[src/rtl/seq_scan_ctrl_if.sv]
// Bus bundle for seq_scan_ctrl: scan request/config, serial data stream and result outputs.
// The controller uses the slave modport; the driving side uses the master modport.
interface seq_scan_ctrl_if #(
  parameter int TIMEOUT_W = 16
);
  logic                 start;
  logic                 abort;
  logic [7:0]           cfg_pattern;
  logic [7:0]           cfg_mask;
  logic [7:0]           cfg_target;
  logic [TIMEOUT_W-1:0] cfg_timeout;
  logic                 d_in;
  logic                 d_valid;
  logic                 busy;
  logic                 done;
  logic                 found;
  logic                 timeout;
  logic [7:0]           match_cnt;
  logic [TIMEOUT_W-1:0] bit_cnt;

  modport master (
    output start, abort, cfg_pattern, cfg_mask, cfg_target, cfg_timeout, d_in, d_valid,
    input  busy, done, found, timeout, match_cnt, bit_cnt
  );

  modport slave (
    input  start, abort, cfg_pattern, cfg_mask, cfg_target, cfg_timeout, d_in, d_valid,
    output busy, done, found, timeout, match_cnt, bit_cnt
  );
endinterface

[src/rtl/seq_scan_ctrl.sv]
// Serial pattern-scan controller: counts masked 8-bit window matches until a target count or bit timeout.
// Optional macro SEQ_SCAN_NONOVERLAP_EN makes matches non-overlapping (8 fresh bits per match).
module seq_scan_ctrl #(
  parameter int TIMEOUT_W = 16
) (
  input  logic          clk,
  input  logic          reset,
  seq_scan_ctrl_if.slave bus
);

  typedef enum logic [1:0] {IDLE, FILL, SCAN, DONE} state_t;

  state_t               state;
  state_t               state_next;
  logic [7:0]           window;
  logic [2:0]           fill_cnt;
  logic [7:0]           pattern;
  logic [7:0]           mask;
  logic [7:0]           target;
  logic [TIMEOUT_W-1:0] timeout_lim;
  logic [7:0]           match_cnt;
  logic [TIMEOUT_W-1:0] bit_cnt;
  logic                 found;
  logic                 timed_out;

  logic                 active;
  logic                 accept;
  logic                 match;
  logic                 hit_target;
  logic                 hit_timeout;
  logic [7:0]           shifted;
  logic [7:0]           target_eff;
  logic [TIMEOUT_W-1:0] bit_cnt_inc;
  logic                 busy;
  logic                 done;

  always_ff @(posedge clk) begin
    if (reset) state <= IDLE;
    else       state <= state_next;
  end

  // Abort masks acceptance, so it also wins over a same-cycle match or timeout.
  always_comb begin
    active      = (state == FILL) || (state == SCAN);
    accept      = active && bus.d_valid && !bus.abort;
    shifted     = {window[6:0], bus.d_in};
    target_eff  = (target == 8'd0) ? 8'd1 : target;
    bit_cnt_inc = (&bit_cnt) ? bit_cnt : bit_cnt + TIMEOUT_W'(1);
    match       = accept && (state == SCAN) && (((shifted ^ pattern) & mask) == 8'h00);
    hit_target  = match && ((match_cnt + 8'd1) == target_eff);
    hit_timeout = accept && (timeout_lim != '0) && (bit_cnt_inc == timeout_lim);
    busy        = active;
    done        = (state == DONE);
    state_next  = state;
    case (state)
      IDLE: if (bus.start) state_next = FILL;
      FILL: begin
        if (bus.abort)                        state_next = IDLE;
        else if (accept && hit_timeout)       state_next = DONE;
        else if (accept && fill_cnt == 3'd6)  state_next = SCAN;
      end
      SCAN: begin
        if (bus.abort)                        state_next = IDLE;
        else if (hit_target || hit_timeout)   state_next = DONE;
`ifdef SEQ_SCAN_NONOVERLAP_EN
        else if (match)                       state_next = FILL;
`endif
      end
      DONE:    state_next = IDLE;
      default: state_next = IDLE;
    endcase
  end

  // Found and timeout are only ever set on the edge into DONE, so they read 0 during a scan.
  always_ff @(posedge clk) begin
    if (reset) begin
      window      <= '0;
      fill_cnt    <= '0;
      pattern     <= '0;
      mask        <= '0;
      target      <= '0;
      timeout_lim <= '0;
      match_cnt   <= '0;
      bit_cnt     <= '0;
      found       <= 1'b0;
      timed_out   <= 1'b0;
    end else if (state == IDLE && bus.start) begin
      pattern     <= bus.cfg_pattern;
      mask        <= bus.cfg_mask;
      target      <= bus.cfg_target;
      timeout_lim <= bus.cfg_timeout;
      window      <= '0;
      fill_cnt    <= '0;
      match_cnt   <= '0;
      bit_cnt     <= '0;
      found       <= 1'b0;
      timed_out   <= 1'b0;
    end else if (accept) begin
      window  <= shifted;
      bit_cnt <= bit_cnt_inc;
      if (state == FILL) fill_cnt <= fill_cnt + 3'd1;
      if (match)         match_cnt <= match_cnt + 8'd1;
      if (hit_target)       found     <= 1'b1;
      else if (hit_timeout) timed_out <= 1'b1;
`ifdef SEQ_SCAN_NONOVERLAP_EN
      if (match && !hit_target && !hit_timeout) fill_cnt <= '0;
`endif
    end
  end

  assign bus.busy      = busy;
  assign bus.done      = done;
  assign bus.found     = found;
  assign bus.timeout   = timed_out;
  assign bus.match_cnt = match_cnt;
  assign bus.bit_cnt   = bit_cnt;

endmodule

[src/flat_wrapper.sv]
// flat-port wrapper written by rule: the top's interface ports become plain ports
module seq_scan_ctrl_flat 
#(
  parameter int TIMEOUT_W = 16
)
  (clk, reset, bus_start, bus_abort, bus_cfg_pattern, bus_cfg_mask, bus_cfg_target, bus_cfg_timeout, bus_d_in, bus_d_valid, bus_busy, bus_done, bus_found, bus_timeout, bus_match_cnt, bus_bit_cnt);
  seq_scan_ctrl_if #(.TIMEOUT_W(TIMEOUT_W)) bus_i ();
  input  logic clk;
  input  logic reset;
  input wire logic [$bits(bus_i.start)-1:0] bus_start;
  input wire logic [$bits(bus_i.abort)-1:0] bus_abort;
  input wire logic [$bits(bus_i.cfg_pattern)-1:0] bus_cfg_pattern;
  input wire logic [$bits(bus_i.cfg_mask)-1:0] bus_cfg_mask;
  input wire logic [$bits(bus_i.cfg_target)-1:0] bus_cfg_target;
  input wire logic [$bits(bus_i.cfg_timeout)-1:0] bus_cfg_timeout;
  input wire logic [$bits(bus_i.d_in)-1:0] bus_d_in;
  input wire logic [$bits(bus_i.d_valid)-1:0] bus_d_valid;
  output wire logic [$bits(bus_i.busy)-1:0] bus_busy;
  output wire logic [$bits(bus_i.done)-1:0] bus_done;
  output wire logic [$bits(bus_i.found)-1:0] bus_found;
  output wire logic [$bits(bus_i.timeout)-1:0] bus_timeout;
  output wire logic [$bits(bus_i.match_cnt)-1:0] bus_match_cnt;
  output wire logic [$bits(bus_i.bit_cnt)-1:0] bus_bit_cnt;
  assign bus_i.start = bus_start;
  assign bus_i.abort = bus_abort;
  assign bus_i.cfg_pattern = bus_cfg_pattern;
  assign bus_i.cfg_mask = bus_cfg_mask;
  assign bus_i.cfg_target = bus_cfg_target;
  assign bus_i.cfg_timeout = bus_cfg_timeout;
  assign bus_i.d_in = bus_d_in;
  assign bus_i.d_valid = bus_d_valid;
  assign bus_busy = bus_i.busy;
  assign bus_done = bus_i.done;
  assign bus_found = bus_i.found;
  assign bus_timeout = bus_i.timeout;
  assign bus_match_cnt = bus_i.match_cnt;
  assign bus_bit_cnt = bus_i.bit_cnt;
  seq_scan_ctrl #(.TIMEOUT_W(TIMEOUT_W)) u_core (.clk(clk), .reset(reset), .bus(bus_i));
endmodule
[config.mk]
export PLATFORM = sky130hd
export DESIGN_NAME = seq_scan_ctrl_flat
export DESIGN_NICKNAME = d
export VERILOG_FILES = /design/src/rtl/seq_scan_ctrl_if.sv /design/src/rtl/seq_scan_ctrl.sv /design/src/flat_wrapper.sv
export SDC_FILE = /design/constraint.sdc
export NUM_CORES = 1
export LEC_CHECK = 0
export BUFFER_PORTS_ARGS = -buffer_cell sky130_fd_sc_hd__buf_2
export CAP_MARGIN = 0
export CORE_MARGIN = 2
export CORE_UTILIZATION = 56
export CTS_BUF_LIST = sky130_fd_sc_hd__clkbuf_16
export CTS_CLUSTER_SIZE = 24
export DETAILED_ROUTE_END_ITERATION = 8
export GPL_TIMING_DRIVEN = 0
export PLACE_DENSITY_LB_ADDON = 0.25
export SYNTH_ARGS = -nofsm -noshare
export SYNTH_HDL_FRONTEND = slang
export SYNTH_SLANG_ARGS = --single-unit
export TNS_END_PERCENT = 5
[constraint.sdc]
create_clock -name clk -period 3.2 [get_ports clk]
set_input_delay 0.32 -clock clk [delete_from_list [all_inputs] [get_ports clk]]
set_output_delay 0.32 -clock clk [all_outputs]
set_load 0.01 [all_outputs]
# Word level (Yosys, flattened, before mapping)
# Cells that the tools add are included.
dict set report word_totals {
  regBits 78
  latchBits 0
  ram_bits 0
  romBits 0
  input_bits 46
  output_inout_bits 28
  word_cells 59
  memories 0
}
dict set report classes {
  addsub 3
  multipliers 0
  div 0
  order_cmp 0
  n_eq_ne 9
  shifts 0
  n_mux 9
  n_bitwise 3
  reduce_logical 24
}
# operator n
set op_table {}
lappend op_table {{adder 16 x 1 -> 16 bit, second input constant} 1}
lappend op_table {{== test 16 bit} 1}
lappend op_table {{logical NOT 8 bit} 2}
lappend op_table {{two-way mux 16 bit} 1}
lappend op_table {{AND reduction 16 bit} 1}
lappend op_table {{nonzero test 16 bit} 1}
lappend op_table {{two-way mux 2 bit} 6}
lappend op_table {{logical AND 1 bit} 10}
lappend op_table {{adder 8 x 1 -> 8 bit, second input constant} 1}
lappend op_table {{AND 8 bit} 1}
lappend op_table {{== test 8 bit} 1}
lappend op_table {{two-way mux 8 bit} 1}
lappend op_table {{case mux 2 bit (4 select lines)} 1}
lappend op_table {{XOR 8 bit} 1}
lappend op_table {{AND reduction 2 bit} 3}
lappend op_table {{AND reduction 3 bit} 2}
lappend op_table {{== test 2 bit, second input constant} 2}
lappend op_table {{inequality test 4 bit, second input constant} 1}
lappend op_table {{adder 3 x 1 -> 3 bit, second input constant} 1}
lappend op_table {{== test 3 bit, second input constant} 1}
lappend op_table {{inequality test 3 bit, second input constant} 1}
lappend op_table {{== test 2 x 1 -> 1 bit, second input constant} 1}
lappend op_table {{logical NOT 2 bit} 1}
lappend op_table {{logical OR 1 bit} 2}
lappend op_table {{4 further kinds} 4}

# Logic depth before layout (Yosys ltp)
# Gate-level depths: netlist of run 1.
dict set report depth {
  ltp_word 11
  mapped_depth 11
  ltp_nobuf 11
}

# Worst setup path before layout of run 1
# OpenSTA, ideal clock, no wires.
dict set report synth_timing {
  path_type {register -> register}
  start {register u_core.bit_cnt[0], in the netlist u_core.bus.bit_cnt[0]}
  end {register u_core.state[1]}
  setup_ns 0.072
  arrival_time_ns 2.613
  required_ns 3.128
  path_slack_ns 0.515
  stages_incl_launch_ff 11
  synth_period_minus_slack_ns 2.685
  path_cell_list {dfxtp_1 ha_1 nand3_1 or4_4 and3_1 a31oi_1 o21ai_1 a2111oi_4 o2111ai_2 a31oi_1 mux2i_1}
}
dict set report synth_via {
  elab_chain_cells 8
  word_cells_on_any_way 13
  classes_between {add/sub: 1; eq/ne: 3; mux: 4; reduce/logical: 5}
}
# item line
set synth_lines {}
lappend synth_lines {{start, declared} seq_scan_ctrl.sv:22} ;# logic [TIMEOUT_W-1:0] bit_cnt;
lappend synth_lines {{start signal, assigned} seq_scan_ctrl.sv:100} ;# bit_cnt <= bit_cnt_inc;
lappend synth_lines {{adder 16 x 1 -> 16 bit / AND reduction 16 bit (equally long branches)} seq_scan_ctrl.sv:48} ;# bit_cnt_inc = (&bit_cnt) ? bit_cnt : bit_cnt + TIMEOUT_W'(1);
lappend synth_lines {{two-way mux 16 bit (*)} seq_scan_ctrl.sv:48}
lappend synth_lines {{== test 16 bit (*)} seq_scan_ctrl.sv:51} ;# hit_timeout = accept && (timeout_lim != '0) && (bit_cnt_inc == timeout_lim);
lappend synth_lines {{logical AND 1 bit (*)} seq_scan_ctrl.sv:51}
lappend synth_lines {{logical AND 1 bit} seq_scan_ctrl.sv:59} ;# else if (accept && hit_timeout) state_next = DONE;
lappend synth_lines {{two-way mux 2 bit} seq_scan_ctrl.sv:59}
lappend synth_lines {{two-way mux 2 bit} seq_scan_ctrl.sv:58} ;# if (bus.abort) state_next = IDLE;
lappend synth_lines {{case mux 2 bit (4 select lines)} seq_scan_ctrl.sv:55} ;# case (state)
lappend synth_lines {{end signal, assigned} seq_scan_ctrl.sv:39} ;# else state <= state_next;
lappend synth_lines {{end, declared} seq_scan_ctrl.sv:13} ;# state_t state;
# Mark *: on every way between the ends. The rest lies on a longest branch, timed or not.
# A chain may end at the register's enable or synchronous reset.

# Worst setup path in the final report of run 1
dict set report layout_timing {
  start {register u_core.bit_cnt[7], in the netlist u_core.bus.bit_cnt[7]}
  end {register u_core.state[1]}
}
# Same word-level chain as after synthesis.

==> run_summary.xml, run 1 <==
<?xml version="1.0" encoding="UTF-8"?>
<metrics>
  <group name="clocking">
    <metric name="clk_root_buffer_cell" unit="">sky130_fd_sc_hd__clkbuf_16</metric>
    <metric name="numCtsBuffers" unit="">9</metric>
    <metric name="max-clock-path-buffers" unit="">2</metric>
    <metric name="clk_pin_slew" unit="ns">0.06</metric>
    <metric name="worst_skew_pair.late_latency" unit="ns">0.33</metric>
    <metric name="cts.sinks" unit="">78</metric>
    <metric name="ctsHtreeMaxLevel" unit="">3</metric>
    <metric name="cts_tree" unit="">done</metric>
    <metric name="post_cts_buffers" unit="">0</metric>
  </group>
  <group name="cells_and_area">
    <metric name="final_util" unit="">0.682</metric>
    <metric name="n_fill_cell" unit="">646</metric>
    <metric name="post-route-cell-area" unit="um2">4870</metric>
    <metric name="post_route_cells_drive_above_1_share" unit="">0.173</metric>
    <metric name="num-nets-final" unit="">669</metric>
    <metric name="fin_cells" unit="">718</metric>
    <metric name="antenna_cells_inserted" unit="">0</metric>
    <metric name="syn_to_final_growth" unit="%">19.2</metric>
  </group>
  <group name="place">
    <metric name="finalWeightedCongestion" unit="">0.931</metric>
    <metric name="place_inst" unit="">702</metric>
    <metric name="detailed_place_hpwl" unit="mm">7.81</metric>
    <metric name="postPlaceCellArea" unit="um2">4570</metric>
    <metric name="number_of_buffer_cells_added_on_primary_ports" unit="">72</metric>
  </group>
  <group name="timing">
    <metric name="fmaxAchievable" unit="MHz">332</metric>
    <metric name="grt_setup_unrepaired" unit="">false</metric>
    <metric name="setup_viol" unit="">0</metric>
    <metric name="max-slew-margin-rel" unit="">0.581</metric>
    <metric name="final_period_utilization" unit="">0.940</metric>
    <metric name="worst_clock_skew" unit="ns">0.00561</metric>
    <metric name="final_setup_tns" unit="ns">0</metric>
    <metric name="timing.final.max_slew_violations" unit="">0</metric>
    <metric name="report.final.hold_viol_count" unit="">0</metric>
    <metric name="layout_min_cycle_time" unit="ns">3.01</metric>
    <metric name="worstMarginPinSlew" unit="ns">0.623</metric>
  </group>
  <group name="synth">
    <metric name="synth-seq-cells" unit="">78</metric>
    <metric name="synth.yosys.seq_area_share" unit="">0.382</metric>
    <metric name="syn_avg_cell_area" unit="um2">7.69</metric>
    <metric name="synth_warnings" unit="">0</metric>
    <metric name="synth_fp_nets" unit="">586</metric>
    <metric name="synth_edf_count" unit="">0</metric>
    <metric name="post_synth_inst_count" unit="">531</metric>
    <metric name="most_common_flop_cell_mapped_by_yosys" unit="">sky130_fd_sc_hd__dfxtp_1</metric>
    <metric name="area_of_the_mapped_netlist" unit="um2">4080</metric>
    <metric name="number_of_unique_standard_cell_types_used_by_synthesis" unit="">46</metric>
    <metric name="async_reset_ff_frac" unit="">0</metric>
  </group>
  <group name="global_routing">
    <metric name="grt.total_usage" unit="">0.274</metric>
    <metric name="grt-ovfl-total" unit="">0</metric>
    <metric name="grt_max_degree" unit="">14</metric>
    <metric name="grt_pass1_wl" unit="mm">16.8</metric>
    <metric name="first_global_vias" unit="">3526</metric>
    <metric name="grt_antenna_before_repair" unit="">0</metric>
  </group>
  <group name="detailed_routing">
    <metric name="via_count" unit="">3960</metric>
    <metric name="initialDrtViolationCount" unit="">201</metric>
    <metric name="drt-vias-per-instance" unit="">5.52</metric>
    <metric name="drt-wirelength-per-cell" unit="um">14.6</metric>
    <metric name="number_of_routed_nets_with_antenna_violations" unit="">0</metric>
    <metric name="drt_pass_1_iters" unit="">5</metric>
    <metric name="total_wire_length" unit="mm">10.5</metric>
    <metric name="drc" unit="">0</metric>
  </group>
  <group name="power_and_ir_drop">
    <metric name="pwr-share-comb" unit="">0.131</metric>
    <metric name="peakVddDrop" unit="mV">0.391</metric>
    <metric name="p_clk_frac" unit="">0.421</metric>
    <metric name="p_leak" unit="nW">1.95</metric>
    <metric name="power.density" unit="nW/um2">487</metric>
    <metric name="swShare" unit="">0.268</metric>
    <metric name="netSwitchingPower" unit="uW">635</metric>
    <metric name="internal_power" unit="mW">1.74</metric>
    <metric name="seqPwrFrac" unit="">0.448</metric>
  </group>
  <group name="critical_path">
    <metric name="reg2regPathDepth" unit="">10</metric>
    <metric name="critical_path_class" unit="">flop to flop</metric>
    <metric name="crit_path_start_kind" unit="">flop</metric>
    <metric name="cp.required" unit="ns">3.45</metric>
    <metric name="cp-end-kind" unit="">flop</metric>
    <metric name="cp_max_fo" unit="">10</metric>
    <metric name="r2r_slack" unit="ns">0.19</metric>
    <metric name="worst-endpoint-arrival" unit="ns">3.26</metric>
  </group>
  <group name="floorplanning">
    <metric name="die_height" unit="um">89.4</metric>
    <metric name="die_w" unit="um">89.4</metric>
    <metric name="ios" unit="">74</metric>
    <metric name="initial_utilization" unit="">0.572</metric>
    <metric name="design.die.area" unit="um2">7990</metric>
    <metric name="core.rowCount" unit="">31</metric>
    <metric name="core_region_area" unit="um2">7140</metric>
  </group>
  <group name="hold_path">
    <metric name="hold_depth" unit="">3</metric>
    <metric name="worst_hold_path_type" unit="">input pin to flop</metric>
  </group>
  <group name="outcome">
    <metric name="result_of_the_run" unit="">complete, no violations</metric>
  </group>
  <group name="run">
    <metric name="timing.max_cap.violations" unit="">0</metric>
  </group>
</metrics>
## kinds of logic (layout without fill, tap and decap cells)
group / after synthesis / count (layout) / synth area share
muxes: 4 / 4 / 0.0101
buffers and inverters: 44 / 132 / 0.0432
and+or+nand+nor: 232 / 232 / 0.256
DFF: 78 / 78 / 0.382
AOI/OAI and AO/OA: 110 / 110 / 0.165
xor gates and xnor gates: 54 / 54 / 0.116
adders and majority gates: 9 / 9 / 0.0276
## through the flow
step | hold slack (ns) | total power [mW] | setup WS (ns)
3_3_place_gp | 0.444 | 1.38 | 0.0929
4_1_cts | 0.218 | 2.38 | 0.0825
5_1_grt | 0.219 | 2.47 | 0.0149
2_1_floorplan | 0.436 | 1.28 | 0.515
6_report | 0.221 | 2.37 | 0.192
3_5_place_dp | 0.449 | 1.39 | -0.0380
## cell type report
cell class	instances	area, um2	area share
plain buffers	34	140	0.0288
inverters	10	37.5	0.00771
well taps	99	124	0.0254
multi-input cells	409	2350	0.483
clock buffers	9	225	0.0463
clock inverters	7	65.1	0.0134
flip-flops and latches	78	1560	0.321
repair buffers	72	360	0.0740
## registers in the layout, indices dropped and copies added, names as in the netlist, 2 cells and up
signal	flops
u_core.bus.bit_cnt	16
u_core.timeout_lim	16
u_core.bus.match_cnt	8
u_core.mask	8
u_core.pattern	8
u_core.target	8
u_core.window	7
u_core.fill_cnt	3
u_core.state	2
## power by group through the flow
stage | registers, mW | logic [mW] | clock network, mW
after CTS | 1.06 | 0.308 | 1.01
after detailed placement | 1.08 | 0.306 | 0
after global routing | 1.07 | 0.346 | 1.05
after global placement | 1.08 | 0.298 | 0
after floorplan | 1.07 | 0.216 | 0
final | 1.06 | 0.311 | 0.997
## what timing repair did
item	4_1_cts	5_1_grt
pin swaps	0	0
endpoints found under the setup margin	1	2
gates cloned	0	0
hold buffers	0	0
gates resized for setup	1	5
## per-layer routing
layer | vias to the layer above | track usage | routed length [um]
met1 | 1825 | 0.354 | 4560
met3 | 13 | 0.0471 | 587
met2 | 137 | 0.467 | 5210
met4 | 0 | 0.0841 | 138
met5 | - | 0 | 0
li1 | 1985 | - | -
## worst max-delay path, stage by stage (launching register included)
cell and delay, ns:
sky130_fd_sc_hd__dfxtp_1 0.32, sky130_fd_sc_hd__buf_2 0.19, sky130_fd_sc_hd__nand4_1 0.27, sky130_fd_sc_hd__or4_4 0.57, sky130_fd_sc_hd__clkbuf_1 0.24, sky130_fd_sc_hd__nor3_1 0.25, sky130_fd_sc_hd__a21oi_1 0.06, sky130_fd_sc_hd__a211oi_1 0.33
sky130_fd_sc_hd__o2111ai_2 0.21, sky130_fd_sc_hd__a31oi_1 0.26, sky130_fd_sc_hd__mux2i_1 0.23
## synth_stat cells, drive strengths merged (3+ instances only)
cell type | count | area, um2
nand4 | 11 | 83.8
mux2i | 3 | 30.0
buf | 10 | 48.8
nand2b | 3 | 18.8
ha | 9 | 113
nor3 | 12 | 60.1
dfxtp | 78 | 1560
or3 | 3 | 18.8
a211o | 3 | 26.3
xnor2 | 27 | 236
a22oi | 3 | 22.5
and2 | 3 | 18.8
xor2 | 27 | 236
nand3 | 20 | 100
and3 | 6 | 37.5
a31oi | 6 | 37.5
nor4 | 9 | 56.3
inv | 10 | 37.5
nand2 | 119 | 447
o21ai | 13 | 65.1
a211oi | 3 | 22.5
clkbuf | 24 | 90.1
a311oi | 4 | 35.0
nor2 | 38 | 143
a21oi | 66 | 330
## cells in the final DEF, fill, tap and decap left out, types with 2 or more instances in the layout
master	n
sky130_fd_sc_hd__nand2_1	119
sky130_fd_sc_hd__buf_2	81
sky130_fd_sc_hd__dfxtp_1	76
sky130_fd_sc_hd__a21oi_1	66
sky130_fd_sc_hd__nor2_1	38
sky130_fd_sc_hd__xor2_1	27
sky130_fd_sc_hd__xnor2_1	27
sky130_fd_sc_hd__clkbuf_1	23
sky130_fd_sc_hd__nand3_1	20
sky130_fd_sc_hd__nor3_1	11
sky130_fd_sc_hd__o21ai_0	11
sky130_fd_sc_hd__inv_1	10
sky130_fd_sc_hd__nand4_1	10
sky130_fd_sc_hd__nor4_1	9
sky130_fd_sc_hd__clkbuf_16	9
sky130_fd_sc_hd__ha_1	8
sky130_fd_sc_hd__and3_1	6
sky130_fd_sc_hd__a31oi_1	6
sky130_fd_sc_hd__a311oi_1	4
sky130_fd_sc_hd__nand2b_1	3
sky130_fd_sc_hd__a22oi_1	3
sky130_fd_sc_hd__a211o_1	3
sky130_fd_sc_hd__a211oi_1	3
sky130_fd_sc_hd__or3_1	3
sky130_fd_sc_hd__mux2i_1	3
sky130_fd_sc_hd__and2_1	3
sky130_fd_sc_hd__clkinvlp_4	3
sky130_fd_sc_hd__nor2b_1	2
sky130_fd_sc_hd__and4_1	2
sky130_fd_sc_hd__o21ai_1	2
sky130_fd_sc_hd__o21a_1	2
sky130_fd_sc_hd__clkinv_1	2
sky130_fd_sc_hd__dfxtp_2	2
## final timing paths
| kind | startpoint | to |
|---|---|---|
| setup / recovery | u_core.bus.bit_cnt[7] | u_core.state[1] |
| hold reg to reg | u_core.mask[0] | u_core.mask[0] |
| setup reg to reg | u_core.bus.bit_cnt[7] | u_core.state[1] |
| hold / removal | bus_cfg_pattern[0] | u_core.pattern[0] |
Power figures use the tool's default switching activity.
==> inputs of run 2 (changes only) <==
--- a/config.mk
+++ b/config.mk
@@ -14,6 +14,7 @@
 export DETAILED_ROUTE_END_ITERATION = 8
 export GPL_TIMING_DRIVEN = 0
 export PLACE_DENSITY_LB_ADDON = 0.25
+export SETUP_SLACK_MARGIN = 0.4
 export SYNTH_ARGS = -nofsm -noshare
 export SYNTH_HDL_FRONTEND = slang
 export SYNTH_SLANG_ARGS = --single-unit
==> run_summary.xml, run 2 (same netlist as run 1, synthesis figures left out) <==
<?xml version="1.0" encoding="UTF-8"?>
<metrics>
  <group name="critical_path">
    <metric name="critical_path_class" unit="">flop to flop</metric>
    <metric name="cp-end-kind" unit="">flop</metric>
    <metric name="crit_path_start_kind" unit="">flop</metric>
    <metric name="cp.required" unit="ns">3.45</metric>
    <metric name="cp_max_fo" unit="">6</metric>
    <metric name="worst-endpoint-arrival" unit="ns">3.07</metric>
  </group>
  <group name="clocking">
    <metric name="cts_tree" unit="">done</metric>
    <metric name="clk_pin_slew" unit="ns">0.06</metric>
    <metric name="clk_root_buffer_cell" unit="">sky130_fd_sc_hd__clkbuf_16</metric>
    <metric name="worst_skew_pair.late_latency" unit="ns">0.34</metric>
    <metric name="max-clock-path-buffers" unit="">2</metric>
    <metric name="hold_buffers" unit="">0</metric>
    <metric name="numCtsBuffers" unit="">9</metric>
    <metric name="cts.sinks" unit="">78</metric>
    <metric name="ctsHtreeMaxLevel" unit="">3</metric>
  </group>
  <group name="floorplanning">
    <metric name="ios" unit="">74</metric>
    <metric name="initial_utilization" unit="">0.572</metric>
    <metric name="die_height" unit="um">89.4</metric>
    <metric name="core_region_area" unit="um2">7140</metric>
    <metric name="design.die.area" unit="um2">7990</metric>
    <metric name="core.rowCount" unit="">31</metric>
    <metric name="die_w" unit="um">89.4</metric>
  </group>
  <group name="detailed_routing">
    <metric name="drc" unit="">0</metric>
    <metric name="total_wire_length" unit="mm">11.0</metric>
    <metric name="drt-vias-per-instance" unit="">5.60</metric>
    <metric name="drt_pass_1_iters" unit="">5</metric>
    <metric name="number_of_routed_nets_with_antenna_violations" unit="">0</metric>
    <metric name="initialDrtViolationCount" unit="">201</metric>
    <metric name="drt-wirelength-per-cell" unit="um">15.0</metric>
    <metric name="via_count" unit="">4102</metric>
  </group>
  <group name="cells_and_area">
    <metric name="registers_with_the_most_flip_flops" unit="">u_core.bus.bit_cnt x16, u_core.timeout_lim x16</metric>
    <metric name="n_fill_cell" unit="">598</metric>
    <metric name="post_route_cells_drive_above_1_share" unit="">0.240</metric>
    <metric name="footprint_of_the_multi_input_gates" unit="um2">2460</metric>
    <metric name="final_cell_mix" unit="">sky130_fd_sc_hd__nand2_1 (118), sky130_fd_sc_hd__buf_2 (75), sky130_fd_sc_hd__a21oi_1 (65)</metric>
    <metric name="syn_to_final_growth" unit="%">26.1</metric>
    <metric name="seq_area" unit="um2">1580</metric>
    <metric name="layout.cells.most_common" unit="">sky130_fd_sc_hd__nand2_1</metric>
    <metric name="final_util" unit="">0.721</metric>
    <metric name="fin_cells" unit="">733</metric>
    <metric name="antenna_cells_inserted" unit="">0</metric>
    <metric name="num-nets-final" unit="">684</metric>
  </group>
  <group name="timing">
    <metric name="setup_viol" unit="">0</metric>
    <metric name="layout_setup_ws" unit="ns">0.383</metric>
    <metric name="layout_min_cycle_time" unit="ns">2.82</metric>
    <metric name="timing.final.max_slew_violations" unit="">0</metric>
    <metric name="max-slew-margin-rel" unit="">0.577</metric>
    <metric name="worst_clock_skew" unit="ns">0.00591</metric>
    <metric name="report.final.hold_viol_count" unit="">0</metric>
    <metric name="grt_setup_unrepaired" unit="">true</metric>
    <metric name="final_setup_tns" unit="ns">0</metric>
    <metric name="worstMarginPinSlew" unit="ns">0.629</metric>
    <metric name="final_period_utilization" unit="">0.880</metric>
    <metric name="fmaxAchievable" unit="MHz">355</metric>
  </group>
  <group name="hold_path">
    <metric name="worst_hold_path_type" unit="">input pin to flop</metric>
  </group>
  <group name="global_routing">
    <metric name="grt_antenna_before_repair" unit="">0</metric>
    <metric name="first_global_vias" unit="">3621</metric>
    <metric name="grt_pass1_wl" unit="mm">17.0</metric>
    <metric name="grt_max_degree" unit="">14</metric>
    <metric name="grt.total_usage" unit="">0.277</metric>
    <metric name="grt-ovfl-total" unit="">0</metric>
  </group>
  <group name="run">
    <metric name="timing.max_cap.violations" unit="">0</metric>
  </group>
  <group name="outcome">
    <metric name="result_of_the_run" unit="">complete, no violations</metric>
  </group>
  <group name="place">
    <metric name="finalWeightedCongestion" unit="">0.931</metric>
    <metric name="number_of_buffer_cells_added_on_primary_ports" unit="">72</metric>
    <metric name="detailed_place_hpwl" unit="mm">7.81</metric>
    <metric name="place_inst" unit="">702</metric>
    <metric name="dp_worst_setup_slack" unit="ns">-0.0380</metric>
  </group>
  <group name="power_and_ir_drop">
    <metric name="peakVddDrop" unit="mV">0.389</metric>
    <metric name="power.density" unit="nW/um2">463</metric>
    <metric name="p_leak" unit="nW">2.06</metric>
  </group>
</metrics>
-- run 2: area by class of cell --
class	instances	area share
Timing Repair Buffer	87	0.0933
Inverter	10	0.00729
Buffer	34	0.0348
Multi-Input combinational cell	409	0.477
Clock buffer	9	0.0437
Tap cell	99	0.0241
Sequential cell	78	0.307
Clock inverter	7	0.0126
-- run 2: final timing paths --
kind | start | endpoint | slack, ns | cells after the start
hold reg to reg | u_core.mask[0] | u_core.mask[0] | 0.45 | 2
hold / removal | bus_cfg_pattern[0] | u_core.pattern[0] | 0.22 | 3
setup reg to reg | u_core.bus.bit_cnt[13] | u_core.state[1] | 0.38 | 12
setup / recovery | u_core.bus.bit_cnt[13] | u_core.state[1] | 0.38 | 12
-- run 2: metal layers --
layer | GRT usage | up-vias | wire length (um)
li1 | - | 2013 | -
met1 | 0.348 | 1887 | 4650
met2 | 0.473 | 164 | 5380
met3 | 0.0489 | 38 | 624
met4 | 0.107 | 0 | 322
met5 | 0 | - | 0
-- run 2: critical path, cell delays in order (launching register included) --
cell	delay, ns
sky130_fd_sc_hd__dfxtp_2	0.35
sky130_fd_sc_hd__buf_6	0.13
sky130_fd_sc_hd__nand4_1	0.13
sky130_fd_sc_hd__buf_4	0.17
sky130_fd_sc_hd__buf_4	0.13
sky130_fd_sc_hd__or2_4	0.24
sky130_fd_sc_hd__o21ai_4	0.15
sky130_fd_sc_hd__a21oi_1	0.08
sky130_fd_sc_hd__a211o_1	0.32
sky130_fd_sc_hd__a2111oi_4	0.32
sky130_fd_sc_hd__o2111ai_2	0.21
sky130_fd_sc_hd__a31oi_1	0.26
sky130_fd_sc_hd__mux2i_1	0.23
-- run 2: metrics by stage --
step                hold WS, ns  instance area [um2]  power (mW)
floorplan                 0.436                 4080        1.28
global placement          0.444                 4570        1.38
detailed placement        0.449                 4570        1.39
CTS                       0.218                 4980        2.38
global route              0.218                 5150        2.48
finish                    0.218                 5150        2.39
-- run 2: power breakdown --
group | leakage, nW | switching [mW] | internal [mW]
combinational | 1.29 | 0.195 | 0.127
clock | 0.133 | 0.405 | 0.597
sequential | 0.642 | 0.0460 | 1.02
-- run 2: repair_timing --
action                                  CTS  global route
pin swaps                                 9            10
buffers inserted                          6             9
gates resized for setup                  25            31
endpoints found under the setup margin    3             3
